File: config.mk
export PLATFORM = sky130hd
export DESIGN_NAME = regfile_wb_queue
export DESIGN_NICKNAME = d
export VERILOG_FILES = /design/src/rtl/regfile_wb_queue.sv
export SDC_FILE = /design/constraint.sdc
export NUM_CORES = 1
export LEC_CHECK = 0
export CORE_UTILIZATION = 45
export DETAILED_ROUTE_END_ITERATION = 6
export DONT_BUFFER_PORTS = 1
export PLACE_DENSITY = 0.7
export SYNTH_ARGS = -nofsm -noshare
export SYNTH_HDL_FRONTEND = slang
export SYNTH_SLANG_ARGS = --single-unit
File: constraint.sdc
create_clock -name i_clk -period 4.1 [get_ports i_clk]
set_clock_uncertainty 0.2 [all_clocks]
set_input_delay 0 -clock i_clk [delete_from_list [all_inputs] [get_ports i_clk]]
set_output_delay 0 -clock i_clk [all_outputs]
set_load 0.02 [all_outputs]
File: src/rtl/regfile_wb_queue.sv
// ============================================================================
// Module   : regfile_wb_queue
// Brief    : In-order writeback commit queue that feeds the register-file
//            write port. It merges ALU and LSU results, with the LSU taking
//            priority, and retires one write per cycle. It also reports
//            pending writes and forwarding data for two decode sources.
// Revision : 1.0 - initial release
// ============================================================================
`default_nettype none

module regfile_wb_queue #(
    parameter int DEPTH = 4
) (
    input  logic        i_clk,
    input  logic        i_rst,
    input  logic        i_alu_valid,
    input  logic [4:0]  i_alu_rd_addr,
    input  logic [31:0] i_alu_rd_data,
    output logic        o_alu_ready,
    input  logic        i_lsu_valid,
    input  logic [4:0]  i_lsu_rd_addr,
    input  logic [31:0] i_lsu_rd_data,
    output logic        o_lsu_ready,
    output logic        o_rd_wren,
    output logic [4:0]  o_rd_addr,
    output logic [31:0] o_rd_data,
    input  logic [4:0]  i_rs1_addr,
    input  logic [4:0]  i_rs2_addr,
    output logic        o_rs1_pending,
    output logic        o_rs2_pending,
    output logic [31:0] o_rs1_fwd_data,
    output logic [31:0] o_rs2_fwd_data,
    output logic        o_empty
);

    localparam int PTR_W = $clog2(DEPTH);
    localparam int CNT_W = PTR_W + 1;
    localparam logic [CNT_W-1:0] C_FULL = CNT_W'(DEPTH);

    logic [4:0]       mem_addr [DEPTH];
    logic [31:0]      mem_data [DEPTH];
    logic [PTR_W-1:0] head;
    logic [PTR_W-1:0] tail;
    logic [CNT_W-1:0] count;

    logic             full;
    logic             not_empty;
    logic             enq_fire;
    logic [4:0]       enq_addr;
    logic [31:0]      enq_data;
    logic             store;

    // Handshake: readiness depends only on registered occupancy and LSU valid,
    // so a full queue refuses even in a cycle where it is draining.
    always_comb begin
        full        = (count == C_FULL);
        not_empty   = (count != '0);
        o_lsu_ready = !full;
        o_alu_ready = !full && !i_lsu_valid;
        enq_fire    = (i_lsu_valid && o_lsu_ready) || (i_alu_valid && o_alu_ready);
        enq_addr    = i_lsu_valid ? i_lsu_rd_addr : i_alu_rd_addr;
        enq_data    = i_lsu_valid ? i_lsu_rd_data : i_alu_rd_data;
        // Writes to x0 finish their handshake but are never queued.
        store       = enq_fire && (enq_addr != 5'd0);
    end

    // Queue storage and pointers; the head drains every cycle the queue is occupied.
    always_ff @(posedge i_clk or posedge i_rst) begin
        if (i_rst) begin
            head  <= '0;
            tail  <= '0;
            count <= '0;
            for (int i = 0; i < DEPTH; i++) begin
                mem_addr[i] <= 5'd0;
                mem_data[i] <= 32'd0;
            end
        end else begin
            if (store) begin
                mem_addr[tail] <= enq_addr;
                mem_data[tail] <= enq_data;
                tail           <= tail + 1'b1;
            end
            if (not_empty) begin
                head <= head + 1'b1;
            end
            case ({store, not_empty})
                2'b10:   count <= count + 1'b1;
                2'b01:   count <= count - 1'b1;
                default: count <= count;
            endcase
        end
    end

    // Write port presents the head entry whenever anything is queued.
    always_comb begin
        o_empty   = !not_empty;
        o_rd_wren = not_empty;
        o_rd_addr = not_empty ? mem_addr[head] : 5'd0;
        o_rd_data = not_empty ? mem_data[head] : 32'd0;
    end

    // Scan from oldest to youngest so the last match (closest to tail) wins.
    always_comb begin
        logic [PTR_W-1:0] idx;
        idx            = '0;
        o_rs1_pending  = 1'b0;
        o_rs2_pending  = 1'b0;
        o_rs1_fwd_data = 32'd0;
        o_rs2_fwd_data = 32'd0;
        for (int i = 0; i < DEPTH; i++) begin
            idx = head + PTR_W'(i);
            if (CNT_W'(i) < count) begin
                if ((i_rs1_addr != 5'd0) && (mem_addr[idx] == i_rs1_addr)) begin
                    o_rs1_pending  = 1'b1;
                    o_rs1_fwd_data = mem_data[idx];
                end
                if ((i_rs2_addr != 5'd0) && (mem_addr[idx] == i_rs2_addr)) begin
                    o_rs2_pending  = 1'b1;
                    o_rs2_fwd_data = mem_data[idx];
                end
            end
        end
    end

endmodule

`default_nettype wire

==> flow_metrics.env <==
export IMPL_ys_types=46
export IMPL_vdd_ir_drop_max_uv=409
export IMPL_final_layout_size_suffix_gt1_frac=0.121
export IMPL_cts_sinks=155
export IMPL_ctsHtreeMaxLevel=4
export IMPL_drc=0
export IMPL_drt_iter0_markers=964
export IMPL_setup_violations=0
export IMPL_synth_area_mm2=0.0123
export IMPL_grt_pass1_vias=11428
export IMPL_path_class="reg -> out"
export IMPL_start_util=0.458
export IMPL_synth_enable_flop_cells=0
export IMPL_end_kind="output port"
export IMPL_status="complete, no violations"
export IMPL_worst_pin_slew_ns=1.08
export IMPL_multi_input_area_mm2=0.00779
export IMPL_wl_per_cell_um=19.0
export IMPL_cts_root_buf="clkbuf_16"
export IMPL_fin_util=0.532
export IMPL_rsz0062_at_grt="false"
export IMPL_ant_nets=0
export IMPL_postLayoutSetupSlackWorst_ns=0.130
export IMPL_n_fill_cell=2518
export IMPL_yosys_warnings=0
export IMPL_finalSetupTns_ns=0
export IMPL_finalHoldViolCount=0
export IMPL_grt_pass1_wl_um=60400
export IMPL_ys_top_cells_by_area="dfrtp_1 32%, mux2i_1 13%, nand2_1 7.9%"
export IMPL_num_rows=60
export IMPL_n_antenna_cell=0
export IMPL_powerDensity_mw_per_mm2=937
export IMPL_nets=1710
export IMPL_core_mm2=0.0269
export IMPL_leakage_nw=6.15
export IMPL_die_y_um=167
export IMPL_ys_seq_area_frac=0.315
export IMPL_wl_met1_um=16200
export IMPL_clkTransAtPathRegs_ns=0.07
export IMPL_ys_flop_type="dfrtp_1"
export IMPL_cap_violations=0
export IMPL_cts_tree="done"
export IMPL_syn_to_final_growth_pct=16.3
export IMPL_min_period_ns=3.97
export IMPL_io_pins=195
export IMPL_clk_path_buf_depth=2
export IMPL_avgViaCountPerCell=6.05
export IMPL_max_freq_mhz=252
export IMPL_dr_wl_met3_um=2670
export IMPL_synth_top_area_cell="dfrtp_1"
export IMPL_insertion_delay_ns=0.43
export IMPL_post_route_period_util=0.968
export IMPL_num_vias=11901
export IMPL_grt_ovfl_total=0
export IMPL_dieWidth_um=167
export IMPL_worstPathRequired_ns=3.90
export IMPL_final_cell_mix="255 x nand2_1, 187 x o21ai_0, 155 x mux2i_1"
export IMPL_dr_pass1_iters=7
export IMPL_antenna_found_initial=0
export IMPL_drt_total_wl_um=37500
export IMPL_final_common_cell="nand2_1"
export IMPL_wl_met2_um=17400
export IMPL_synth_top_area_share=0.315
export IMPL_relSlewSlack=0.279
export IMPL_synth_nets=1665
export IMPL_fp_dieArea_mm2=0.0280
export IMPL_path_max_fanout=20
export IMPL_seq_area_mm2=0.00389
export IMPL_gp_congestion=0.976
export IMPL_synth_seq_cells=155
export IMPL_cts_buffers=17
export IMPL_arrival_ns=3.77
export IMPL_hp_class="in -> reg"
export IMPL_ys_async_sr_fraction=1.00
export IMPL_pre_cts_ws_ns=0.524
export IMPL_hpwl_um=24500
export IMPL_grt_max_degree=139
export IMPL_syn_area_per_cell_um2=7.84
export IMPL_numPortBuffers=0
export IMPL_grt_usage=0.271
export IMPL_maxUsedRoutingLayer="met4"
export IMPL_slew_viol_final=0
export IMPL_syn_inst=1569
export IMPL_cp_start_kind="register"
-- Yosys cell counts (all sizes together), types with 2 or more instances --
master	number
nand3	33
o21ai	190
a21oi	127
nor2	75
nand2	259
nor2b	30
a211oi	4
mux2i	155
mux2	38
a21o	2
nor4	3
nand4	31
clkbuf	102
a31oi	33
nand2b	2
buf	46
dfrtp	155
xnor2	22
o21a	28
and2	66
xor2	19
o211ai	3
o22ai	32
or3	2
ha	8
nor3b	2
nor3	66
mux4	14
inv	12
-- worst max-delay path, cell delays in order (launching register included) --
cell and delay (ns):
dfrtp_4 0.64, mux4_2 0.59, xor2_1 0.16, a2111o_1 0.42, a211oi_4 0.24, buf_4 0.34, mux2i_1 0.22, nand2_1 0.07
a31oi_1 0.39, buf_4 0.23
-- metrics by stage --
stage          power (mW)  instances  hold slack (ns)  cell area, um^2
5_1_grt              14.4       1968            0.112            14300
3_3_place_gp         11.4       1858          -0.0825            12900
4_1_cts              13.3       1968           0.0596            14300
3_5_place_dp         11.6       1858          -0.0830            12900
2_1_floorplan        9.47       1569           0.0379            12300
6_report             13.4       1968           0.0717            14300
-- logic make-up after synthesis --
logic type                 Yosys count  share of synthesized area
and+or+nand+nor                    573                      0.215
AOI/OAI and AO/OA                  425                      0.190
muxes                              207                      0.187
buffers and inverters              160                     0.0563
DFF                                155                      0.315
xor gates and xnor gates            41                     0.0292
adders and majority gates            8                    0.00814
-- metal layers --
metal / track usage / up-vias
met4: 0.118 / 0
met1: 0.352 / 5672
met3: 0.0470 / 79
met2: 0.443 / 507
met5: 0 / -
li1: - / 5643
-- flip-flops by register name, indices dropped and copies added, names as in the netlist --
register / cells
count: 3
head: 2
mem_addr: 20
tail: 2
mem_data: 128
-- what timing repair did --
item | in CTS | in global routing
hold buffers | 78 | 0
resized for setup | 0 | 5
setup endpoints to repair | 0 | 18
hold endpoints to repair | 193 | 0
setup buffers | 0 | 0
-- worst paths after layout --
check / from / end / slack (ns) / cells past startpoint
min in group asynchronous: i_rst / mem_data[45]$_DFFE_PP0P_ / 0.10 / 2
max in group asynchronous: i_rst / head[1]$_DFFE_PP0N_ / 2.75 / 3
hold / removal: i_lsu_rd_addr[2] / tail[0]$_DFFE_PP0P_ / 0.07 / 3
hold reg to reg: mem_data[30]$_DFFE_PP0P_ / mem_data[30]$_DFFE_PP0P_ / 0.29 / 2
setup / recovery: head[0]$_DFFE_PP0N_ / o_rs1_fwd_data[0] / 0.13 / 9
setup reg to reg: count[0]$_DFFE_PP0P_ / mem_data[105]$_DFFE_PP0P_ / 0.61 / 10
-- report_power, final --
part | switching [mW] | internal (mW)
clock | 0.689 | 0.912
sequential | 0.680 | 2.28
combinational | 5.57 | 3.27
total | 6.94 | 6.46
-- area by class of cell --
class,count,share of cell area
clock buffer,18,0.0300
timing repair buffer,174,0.109
clock inverter,14,0.0114
tap,341,0.0298
sequential,155,0.272
inverter,12,0.00359
multi-input combinational,1254,0.545
Note: power is estimated with default switching activity, not from simulation.
